===== src/rtl/node_io_pkg.sv =====
// Shared definitions for the node I/O port: arbiter command encodings and
// message field helpers. Message layout is {dst, src, payload}, dst in the MSBs.
package node_io_pkg;

   localparam int MSG_MAX_W  = 64;
   localparam int ADDR_MAX_W = 8;

   typedef enum logic [2:0] {
      CTRL_IDLE = 3'b000,
      CTRL_BYP  = 3'b001,
      CTRL_RX   = 3'b010,
      CTRL_TX   = 3'b100
   } ctrl_e;

   function automatic logic [ADDR_MAX_W-1:0] addr_mask(input int addr_w);
      logic [ADDR_MAX_W-1:0] one;
      one = {{(ADDR_MAX_W-1){1'b0}}, 1'b1};
      return (one << addr_w) - one;
   endfunction

   // Callers zero-extend the message to MSG_MAX_W and pass the real widths.
   function automatic logic [ADDR_MAX_W-1:0] msg_dst(input logic [MSG_MAX_W-1:0] msg,
                                                      input int msg_w, input int addr_w);
      logic [MSG_MAX_W-1:0] sh;
      sh = msg >> (msg_w - addr_w);
      return sh[ADDR_MAX_W-1:0] & addr_mask(addr_w);
   endfunction

   function automatic logic [ADDR_MAX_W-1:0] msg_src(input logic [MSG_MAX_W-1:0] msg,
                                                      input int msg_w, input int addr_w);
      logic [MSG_MAX_W-1:0] sh;
      sh = msg >> (msg_w - 2*addr_w);
      return sh[ADDR_MAX_W-1:0] & addr_mask(addr_w);
   endfunction

   function automatic logic dir_ok(input logic [ADDR_MAX_W-1:0] dst,
                                   input logic [ADDR_MAX_W-1:0] node_id,
                                   input logic dir);
      logic ok;
      if (dir) begin
         ok = (dst < node_id);
      end else begin
         ok = (dst > node_id);
      end
      return ok;
   endfunction

endpackage


===== src/rtl/node_io_fifo.sv =====
// Circular queue with two write ports and one read port per cycle.
// Port 1 lands after port 0 when both write, so port 0 is the older entry.
module node_io_fifo #(
   parameter int W     = 8,
   parameter int DEPTH = 4
) (
   input  logic                       clk,
   input  logic                       reset,
   input  logic                       wr0_en,
   input  logic [W-1:0]               wr0_data,
   input  logic                       wr1_en,
   input  logic [W-1:0]               wr1_data,
   input  logic                       rd_en,
   output logic [W-1:0]               rd_data,
   output logic [$clog2(DEPTH+1)-1:0] count
);

   localparam int PTR_W = $clog2(DEPTH);
   localparam int CNT_W = $clog2(DEPTH+1);

   logic [W-1:0]     mem_r [DEPTH];
   logic [PTR_W-1:0] wr_ptr_r, rd_ptr_r;
   logic [PTR_W-1:0] wr_inc1_s, wr_inc2_s, wr1_slot_s, wr_ptr_next_s, rd_ptr_next_s;
   logic [CNT_W-1:0] count_next_s;

   function automatic logic [PTR_W-1:0] ptr_inc(input logic [PTR_W-1:0] p);
      logic [PTR_W-1:0] n;
      if (p == PTR_W'(DEPTH-1)) begin
         n = '0;
      end else begin
         n = p + PTR_W'(1);
      end
      return n;
   endfunction

   // Next-pointer and occupancy arithmetic.
   always_comb begin
      wr_inc1_s = ptr_inc(wr_ptr_r);
      wr_inc2_s = ptr_inc(wr_inc1_s);
      if (wr0_en) begin
         wr1_slot_s = wr_inc1_s;
      end else begin
         wr1_slot_s = wr_ptr_r;
      end
      if (wr0_en && wr1_en) begin
         wr_ptr_next_s = wr_inc2_s;
      end else if (wr0_en || wr1_en) begin
         wr_ptr_next_s = wr_inc1_s;
      end else begin
         wr_ptr_next_s = wr_ptr_r;
      end
      if (rd_en) begin
         rd_ptr_next_s = ptr_inc(rd_ptr_r);
      end else begin
         rd_ptr_next_s = rd_ptr_r;
      end
      count_next_s = count + CNT_W'(wr0_en) + CNT_W'(wr1_en) - CNT_W'(rd_en);
   end

   // Storage is not reset; validity comes from pointers and count only.
   always_ff @(posedge clk) begin
      if (wr0_en) begin
         mem_r[wr_ptr_r] <= wr0_data;
      end
      if (wr1_en) begin
         mem_r[wr1_slot_s] <= wr1_data;
      end
   end

   // Pointer and occupancy registers.
   always_ff @(posedge clk) begin
      if (!reset) begin
         wr_ptr_r <= '0;
         rd_ptr_r <= '0;
         count    <= '0;
      end else begin
         wr_ptr_r <= wr_ptr_next_s;
         rd_ptr_r <= rd_ptr_next_s;
         count    <= count_next_s;
      end
   end

   assign rd_data = mem_r[rd_ptr_r];

endmodule


===== src/rtl/node_port_fifo.sv =====
// Node port on the interposer bus: delivers local traffic, queues forwards and
// correct-direction injections, and requests the bus for the queue head.
module node_port_fifo
   import node_io_pkg::*;
#(
   parameter int NODE_ID    = 0,
   parameter int NODE_COUNT = 8,
   parameter int ADDR_W     = $clog2(NODE_COUNT),
   parameter int PAYLOAD_W  = 16,
   parameter int DEPTH      = 8,
   parameter int DIR        = 0,
   parameter int MSG_W      = PAYLOAD_W + 2*ADDR_W
) (
   input  logic                       clk,
   input  logic                       reset,
   input  logic [MSG_W-1:0]           bus_in,
   input  logic [2:0]                 ctrl,
   input  logic                       inj_valid,
   input  logic [MSG_W-1:0]           inj_msg,
   output logic                       inj_ready,
   output logic [MSG_W-1:0]           bus_out,
   output logic                       bus_out_valid,
   output logic                       req_valid,
   output logic [ADDR_W-1:0]          req_dst,
   output logic                       rx_valid,
   output logic [MSG_W-ADDR_W-1:0]    rx_msg,
   output logic [$clog2(DEPTH+1)-1:0] count,
   output logic                       ctrl_err,
   output logic                       dir_err,
   output logic [7:0]                 drop_cnt
);

   localparam int                    CNT_W     = $clog2(DEPTH+1);
   localparam int                    RX_W      = MSG_W - ADDR_W;
   localparam logic [CNT_W-1:0]      DEPTH_C   = CNT_W'(DEPTH);
   localparam logic [CNT_W-1:0]      INJ_LIMIT = CNT_W'(DEPTH-2);
   localparam logic [ADDR_W-1:0]     NODE_ADDR = ADDR_W'(NODE_ID);
   localparam logic [ADDR_MAX_W-1:0] NODE_X    = ADDR_MAX_W'(NODE_ID);
   localparam logic                  DIR_B     = (DIR != 0);

   logic [ADDR_W-1:0] bus_dst_s, inj_dst_s, head_dst_s, head_dst_next_s;
   logic [MSG_W-1:0]  head_msg_s, wr0_data_s;
   logic [CNT_W-1:0]  count_next_s;
   logic is_tx_s, is_rx_s, is_byp_s, bad_ctrl_s;
   logic pop_s, rx_local_s, fwd_s, fwd_push_s, drop_s;
   logic inj_fire_s, inj_dir_ok_s, inj_push_s, inj_bad_s;

   assign bus_dst_s    = ADDR_W'(msg_dst(MSG_MAX_W'(bus_in), MSG_W, ADDR_W));
   assign inj_dst_s    = ADDR_W'(msg_dst(MSG_MAX_W'(inj_msg), MSG_W, ADDR_W));
   assign head_dst_s   = ADDR_W'(msg_dst(MSG_MAX_W'(head_msg_s), MSG_W, ADDR_W));
   assign inj_dir_ok_s = dir_ok(ADDR_MAX_W'(inj_dst_s), NODE_X, DIR_B);
   assign wr0_data_s   = fwd_push_s ? bus_in : inj_msg;

   node_io_fifo #(
      .W     (MSG_W),
      .DEPTH (DEPTH)
   ) u_fifo (
      .clk      (clk),
      .reset    (reset),
      .wr0_en   (fwd_push_s | inj_push_s),
      .wr0_data (wr0_data_s),
      .wr1_en   (fwd_push_s & inj_push_s),
      .wr1_data (inj_msg),
      .rd_en    (pop_s),
      .rd_data  (head_msg_s),
      .count    (count)
   );

   // Command decode and queue push/pop decisions.
   always_comb begin
      is_tx_s    = 1'b0;
      is_rx_s    = 1'b0;
      is_byp_s   = 1'b0;
      bad_ctrl_s = 1'b0;
      case (ctrl)
         CTRL_TX:   is_tx_s    = 1'b1;
         CTRL_RX:   is_rx_s    = 1'b1;
         CTRL_BYP:  is_byp_s   = 1'b1;
         CTRL_IDLE: bad_ctrl_s = 1'b0;
         default:   bad_ctrl_s = 1'b1;
      endcase
      pop_s      = is_tx_s && (count != '0);
      rx_local_s = is_rx_s && (bus_dst_s == NODE_ADDR);
      fwd_s      = is_rx_s && !rx_local_s;
      // A forward never shares a cycle with a pop, so full means count == DEPTH.
      fwd_push_s = fwd_s && (count < DEPTH_C);
      drop_s     = fwd_s && !fwd_push_s;
      inj_fire_s = inj_valid && inj_ready;
      inj_push_s = inj_fire_s && inj_dir_ok_s;
      inj_bad_s  = inj_fire_s && !inj_dir_ok_s;
      count_next_s = count + CNT_W'(fwd_push_s) + CNT_W'(inj_push_s) - CNT_W'(pop_s);
      if (count != '0) begin
         head_dst_next_s = head_dst_s;
      end else if (fwd_push_s) begin
         head_dst_next_s = bus_dst_s;
      end else begin
         head_dst_next_s = inj_dst_s;
      end
   end

   // Registered outputs; req_valid doubles as the request-pending flag.
   always_ff @(posedge clk) begin
      if (!reset) begin
         inj_ready     <= 1'b1;
         bus_out       <= '0;
         bus_out_valid <= 1'b0;
         req_valid     <= 1'b0;
         req_dst       <= '0;
         rx_valid      <= 1'b0;
         rx_msg        <= '0;
         ctrl_err      <= 1'b0;
         dir_err       <= 1'b0;
         drop_cnt      <= 8'd0;
      end else begin
         inj_ready <= (count_next_s <= INJ_LIMIT);
         rx_valid  <= rx_local_s;
         if (rx_local_s) begin
            rx_msg <= bus_in[RX_W-1:0];
         end
         ctrl_err <= bad_ctrl_s | (is_tx_s & ~pop_s);
         dir_err  <= inj_bad_s;
         if (drop_s && (drop_cnt != 8'hFF)) begin
            drop_cnt <= drop_cnt + 8'd1;
         end
         if (pop_s) begin
            bus_out       <= head_msg_s;
            bus_out_valid <= 1'b1;
         end else if (is_byp_s) begin
            bus_out       <= bus_in;
            bus_out_valid <= 1'b1;
         end else begin
            bus_out_valid <= 1'b0;
         end
         if (pop_s) begin
            req_valid <= 1'b0;
         end else if (!req_valid && (count_next_s != '0)) begin
            req_valid <= 1'b1;
            req_dst   <= head_dst_next_s;
         end
      end
   end

endmodule


===== config.mk =====
export PLATFORM = sky130hd
export DESIGN_NAME = node_port_fifo
export DESIGN_NICKNAME = d
export VERILOG_FILES = /design/src/rtl/node_io_pkg.sv /design/src/rtl/node_io_fifo.sv /design/src/rtl/node_port_fifo.sv
export SDC_FILE = /design/constraint.sdc
export NUM_CORES = 1
export LEC_CHECK = 0
export BUFFER_PORTS_ARGS = -buffer_cell sky130_fd_sc_hd__buf_4
export CORE_AREA = 2 2 193 195
export DETAILED_ROUTE_END_ITERATION = 16
export DIE_AREA = 0 0 195 197
export PLACE_DENSITY = 0.6
export RECOVER_POWER = 100
export SYNTH_ARGS = -nofsm -noshare
export SYNTH_HDL_FRONTEND = slang
export SYNTH_SLANG_ARGS = --single-unit

===== constraint.sdc =====
create_clock -name clk -period 12.45 [get_ports clk]
set_clock_uncertainty 0.2 [all_clocks]
set_input_delay 2.49 -clock clk [delete_from_list [all_inputs] [get_ports clk]]
set_output_delay 2.49 -clock clk [all_outputs]
set_load 0.03 [all_outputs]

==> results_dict.tcl, run 1 <==
set metrics [dict create \
    cts_max_level 1 \
    syn_area_mm2 0.0125 \
    design.core.area_mm2 0.0363 \
    die_area_mm2 0.0384 \
    synth_top_family_by_area "multiplexers" \
    avgSynthCellArea_um2 13.8 \
    yosysSeqAreaShare_pct 53.6 \
    drt_first_pass_iters 5 \
    worstHoldStart "rx_msg[14]" \
    cts_tree "done" \
    ys_ff_latch 247 \
    crit_fanout 47 \
    switchingPower_uw 656 \
    yosysWarnings 0 \
    pin_count 112 \
    synthSimpleGateAreaFrac_pct 7.49 \
    slew_headroom_pct -201 \
    vdd_ir_drop_max_uv 95.6 \
    cp.arrival_ps 7810 \
    setup_viol 0 \
    cts.reportedPaths.clkPinSlew_ps 60 \
    post_cts_resized 0 \
    synth_flop_cell "edfxtp_1" \
    ff2ff_setup_slack_ps 5730 \
    clockPowerShare_pct 36.4 \
    rsz0062_at_grt "no" \
    clk_latency_ps 550 \
    r2r-start "u_fifo.count[3]" \
    grt_pass1_wl_um 49400 \
    synth_edf_count 176 \
    required_ps 12700 \
    synth.largest_area_cell "edfxtp_1" \
    dp.cells 1424 \
    min_path_type "reg2reg" \
    seq_power_share_pct 42.9 \
    cpMaxStageDelayCell "clkbuf_1" \
    synth.distinct_cells 66 \
    violations "capacitance limit, slew limit" \
    end_kind "flop" \
    postCtsHoldBufs 0 \
    synth_cells 910 \
    ant_nets 0 \
    gr-total-overflow 0 \
    area_delta_synth_final_pct 12.6 \
    antenna_cells 0 \
    synth.mux.area_fraction_pct 25.3 \
    max_stage_delay_ps 1790 \
    cts_root_buf "clkbuf_16" \
    status "finished, violations left" \
    wl_per_cell_um 22.2 \
    yosys.area_share.xor_xnor_pct 0.490 \
    grt_pass1_vias 7879 \
    drc 0 \
    switching_share_pct 28.6 \
    die_h_um 197 \
    cts_buffer_depth 3 \
    finalWeightedCongestion 0.780 \
    final_cell_mix "edfxtp_1 (176), mux2_2 (115), nand2_1 (102)" \
    routed_wl_um 32800 \
    max-cap-violations 15 \
    pwr-share-comb_pct 20.7 \
    yosys.area.top_type_share_pct 42.2 \
    cts_made_buffers 29 \
    max_freq_mhz 132 \
    fp-row-count 70 \
    reg2reg_to "req_dst[0]" \
    start_kind "primary input" \
    postLayoutCellArea_mm2 0.0141 \
    slew_viol_final 338 \
    grt_max_degree 62 \
    static-leakage-power_nw 4.57 \
    synth_fa_ha_area_share_pct 1.84 \
    vias 7776 \
    cpMostUsedCell "inv_1" \
    crit_chain "clkbuf_1 > inv_1 > nand4_1 > clkbuf_1 > inv_1 > ha_1 > fa_1 > inv_1 > fa_1 > or3b_2 > a211o_1 > and3_1 > a311oi_1" \
    period_minus_slack_ps 7560 \
    power_density_mw_per_mm2 162 \
    antenna_found_initial 1 \
    nNetsFinal 1053 \
    portBuffers 111 \
    worst_r2r_path_depth 14 \
    place_ws_ps 6130 \
    worstMarginPinSlew_ps 4470 \
    drive_gt1_share_pct 27.0 \
    hpwl_um 19000 \
    viasPerCell 5.26 \
    final_common_cell "edfxtp_1" \
    die_w_um 195 \
    holdPathStages 2 \
    final-hold-violation-count 0 \
    finalSetupTns_ps 0 \
    period_share_pct 60.7 \
    post_cts_buffers 0 \
    worst_hold_slack_ps 252 \
    async_flop_share_pct 0 \
    start_util_pct 34.5 \
    cts.sinks 247 \
    hold_end "rx_msg[14]" \
    setup_slack_ps 4890 \
    synth_nets 976 \
    placed_cell_area_mm2 0.0137 \
    synth_compound_area_share_pct 7.34 \
    drt_iter0_markers 606 \
    intPower_mw 1.63 \
    gr-usage-all-layers_pct 16.9 \
    stdcell_count 1477 \
    synth_area_leaders "edfxtp_1 (42%), dfxtp_1 (11%), mux2_2 (11%)" \
    crit_type "in2reg" \
]
[flip-flops by register name, summed over array words and instances (netlist names), 3 cells and up, named ones only]
register	cells
u_fifo.count	4
drop_cnt	8
rx_msg	19
u_fifo.wr_ptr_r	3
u_fifo.rd_ptr_r	3
bus_out	22
u_fifo.mem_r	176
req_dst	3
[layer usage]
metal  GRT usage, %  wire (um)  up-vias  part of all wire, %
met2           29.4      16400      177                   50
met4           3.17        407        2                  1.2
met5              0          8        -                0.024
li1               -          -     3629                    -
met1           22.4      14300     3936                   44
met3           2.89       1660       32                  5.0
[worst max-delay path, delay by kind of cell]
family	cells	cell delay, ps
AOI/OAI and AO/OA	2	520
adders and majority gates	3	1310
buffers and inverters	5	2730
and+or+nand+nor	3	730
[power by group through the flow]
stage,Clock (mW),Combinational (mW),Sequential [mW]
finish,0.833,0.474,0.983
global route,0.885,0.521,0.988
global placement,0,0.512,0.998
CTS,0.853,0.520,0.982
detailed placement,0,0.518,0.999
floorplan,0,0.334,1.03
[final cells by class]
class / count / area, um^2
tap: 468 / 586
timing repair buffer: 126 / 672
clock inverter: 18 / 154
fill: 3535 / 22200
sequential: 247 / 6710
multi-input combinational: 564 / 5120
clock buffer: 35 / 778
inverter: 19 / 71.3
[cells in the mapped netlist, drive strengths merged, types with 3 or more instances]
library cell and instances:
a211oi 21, a21o 7, a21oi 35, a311oi 22, a31oi 9, and2 3
buf 36, clkbuf 44, dfxtp 71, edfxtp 176, fa 4, ha 12
inv 18, mux2 179, mux4 44, nand2 102, nand3 11, nand4 4
nor2 18, nor2b 20, nor3 9, o21ai 11, o31ai 4, or3 5
or4 4, xnor2 4, xor2 3
[worst max-delay path by stage]
stage | startpoint | endpoint | slack [ps] | cells past startpoint
CTS | ctrl[0] | req_dst[0] | 6720 | 13
finish | ctrl[0] | req_dst[0] | 4890 | 13
floorplan | ctrl[0] | u_fifo.mem_r[4][0] | 6420 | 6
global placement | ctrl[0] | req_dst[1] | 6260 | 13
global route | ctrl[0] | req_dst[0] | 4480 | 13
detailed placement | ctrl[0] | req_dst[0] | 6130 | 13
[through the flow]
step | power (mW) | util, %
floorplan | 1.36 | -
global placement | 1.51 | 37.9
detailed placement | 1.52 | 37.9
CTS | 2.36 | 40.4
global route | 2.39 | 38.9
finish | 2.29 | 38.9
[cells by family after synthesis]
logic type / after synthesis
AOI/OAI and AO/OA: 126
muxes: 224
and+or+nand+nor: 191
xor gates and xnor gates: 7
buffers and inverters: 99
adders and majority gates: 16
DFF: 247
(Power assumes the default switching activity.)
==> run 2: changes to the inputs <==
--- a/config.mk
+++ b/config.mk
@@ -9,7 +9,7 @@
 export CORE_AREA = 2 2 193 195
 export DETAILED_ROUTE_END_ITERATION = 16
 export DIE_AREA = 0 0 195 197
-export PLACE_DENSITY = 0.6
+export PLACE_DENSITY = 0.62
 export RECOVER_POWER = 100
 export SYNTH_ARGS = -nofsm -noshare
 export SYNTH_HDL_FRONTEND = slang
==> constraint.sdc (replaced) <==
create_clock -name clk -period 6.6 [get_ports clk]
set_clock_uncertainty 0.2 [all_clocks]
set_input_delay 1.32 -clock clk [delete_from_list [all_inputs] [get_ports clk]]
set_output_delay 1.32 -clock clk [all_outputs]
set_load 0.03 [all_outputs]
==> run 2 against run 1 <==
Compared with the run above:
- the flow still finishes with violations (capacitance limit, slew limit)
- final cell count barely moved
- setup slack got worse by 3500 ps
- combinational power rose by 90%
- first-iteration DRC count rose by 11%
- total power rose by 91%
- wire length rose by 2.3%
- design area barely moved
- global-route usage rose by 0.54 points
- critical path depth fell by 7
- sequential share of layout area barely moved
- via count rose by 1.6%
==> results_dict.tcl, run 2 (synthesized netlist as in run 1, its figures left out) <==
set metrics [dict create \
    gr-usage-all-layers_pct 17.4 \
    design.core.area_mm2 0.0363 \
    pwr-share-comb_pct 20.6 \
    largest_reg_flops 176 \
    static-leakage-power_nw 4.58 \
    grt_max_degree 48 \
    antenna_found_initial 0 \
    wl_per_cell_um 22.7 \
    crit_fanout 19 \
    cts_max_level 1 \
    max_freq_mhz 192 \
    worst_r2r_path_depth 5 \
    switching_share_pct 28.9 \
    dp.cells 1424 \
    pin_count 112 \
    largest_registers "u_fifo.mem_r: 176 flops, bus_out: 22 flops, rx_msg: 19 flops" \
    critPathCapture "u_fifo.mem_r[4][0]" \
    antenna_cells 0 \
    period_minus_slack_ps 5200 \
    reg2reg_to "u_fifo.mem_r[4][0]" \
    postLayoutCellArea_mm2 0.0141 \
    placed_cell_area_mm2 0.0137 \
    routed_wl_um 33600 \
    drt_iter0_markers 674 \
    post_cts_resized 0 \
    worst_hold_slack_ps 254 \
    clk_latency_ps 560 \
    seq_power_share_pct 42.4 \
    required_ps 6700 \
    drc 0 \
    cts_root_buf "clkbuf_16" \
    fp-row-count 70 \
    final_common_cell "edfxtp_1" \
    status "finished, violations left" \
    die_h_um 197 \
    finalSetupTns_ps 0 \
    power_density_mw_per_mm2 310 \
    cts_made_buffers 29 \
    top_register "u_fifo.mem_r" \
    drive_gt1_share_pct 26.5 \
    stdcell_count 1478 \
    clockPowerShare_pct 37.0 \
    period_share_pct 78.8 \
    portBuffers 111 \
    switchingPower_mw 1.26 \
    final_cell_mix "edfxtp_1 (176), mux2_2 (112), nand2_1 (102)" \
    setup_viol 0 \
    finalWeightedCongestion 0.800 \
    power_mw 4.37 \
    worstMarginPinSlew_ps 2970 \
    ant_nets 0 \
    crit_type "in2reg" \
    start_util_pct 34.5 \
    end_kind "flop" \
    slew_viol_final 314 \
    grt_pass1_wl_um 51100 \
    viasPerCell 5.35 \
    area_delta_synth_final_pct 12.7 \
    final-hold-violation-count 0 \
    die_area_mm2 0.0384 \
    post_cts_buffers 0 \
    cts.reportedPaths.clkPinSlew_ps 60 \
    startpoint "ctrl[2]" \
    cts_buffer_depth 3 \
    postCtsHoldBufs 0 \
    slew_headroom_pct -98.8 \
    hpwl_um 19600 \
    r2r-start "u_fifo.count[3]" \
    vdd_ir_drop_max_uv 205 \
    intPower_mw 3.11 \
    nNetsFinal 1053 \
    violations "capacitance limit, slew limit" \
    ff2ff_setup_slack_ps 1980 \
    rsz0062_at_grt "no" \
    cts.sinks 247 \
    max-cap-violations 13 \
    vias 7900 \
    grt_pass1_vias 8230 \
    cts_tree "done" \
    min_path_type "reg2reg" \
    die_w_um 195 \
    gr-total-overflow 0 \
    start_kind "primary input" \
    drt_first_pass_iters 5 \
    cp.arrival_ps 5300 \
]
## run 2: power by group through the flow
stage | Clock [mW] | Combinational [mW] | Sequential, mW
after detailed placement | 0 | 0.984 | 1.89
after global routing | 1.71 | 0.987 | 1.87
after global placement | 0 | 0.968 | 1.88
final | 1.61 | 0.900 | 1.85
after CTS | 1.65 | 0.987 | 1.85
after floorplan | 0 | 0.629 | 1.95
## run 2: layer usage
metal	vias up	global-route usage (%)	share of wire (%)
met4	0	4.64	1.9
met2	165	29.8	48
li1	3629	-	-
met3	36	2.40	4.1
met5	-	0	0
met1	4070	23.3	46
## run 2: worst min path at each step
| stage | from | to | cells past startpoint |
|---|---|---|---|
| floorplan | u_fifo.rd_ptr_r[1] | flop | 2 |
| global placement | rx_msg[14] | rx_msg[14] | 2 |
| detailed placement | rx_msg[8] | rx_msg[8] | 2 |
| CTS | rx_msg[8] | rx_msg[8] | 2 |
| global route | rx_msg[10] | rx_msg[10] | 2 |
| finish | rx_msg[9] | rx_msg[9] | 2 |
## run 2: layout make-up
class,instances,area (um^2)
Clock buffer,34,764
Multi-Input combinational cell,564,5110
Sequential cell,247,6710
Timing Repair Buffer,126,668
Clock inverter,20,189
Tap cell,468,586
Inverter,19,71.3
Fill cell,3563,22200
## run 2: metrics by stage
| stage | worst slack (ps) | utilization, % |
|---|---|---|
| 5_1_grt | 1230 | 38.9 |
| 2_1_floorplan | 1740 | - |
| 3_5_place_dp | 1520 | 37.9 |
| 3_3_place_gp | 1640 | 37.9 |
| 4_1_cts | 2110 | 40.5 |
| 6_report | 1400 | 38.9 |
## run 2: critical path: stages
cell and delay, ps:
clkbuf_1 150, or4b_1 720, nor2_8 260, inv_1 240
a31oi_1 2110, mux2_2 480
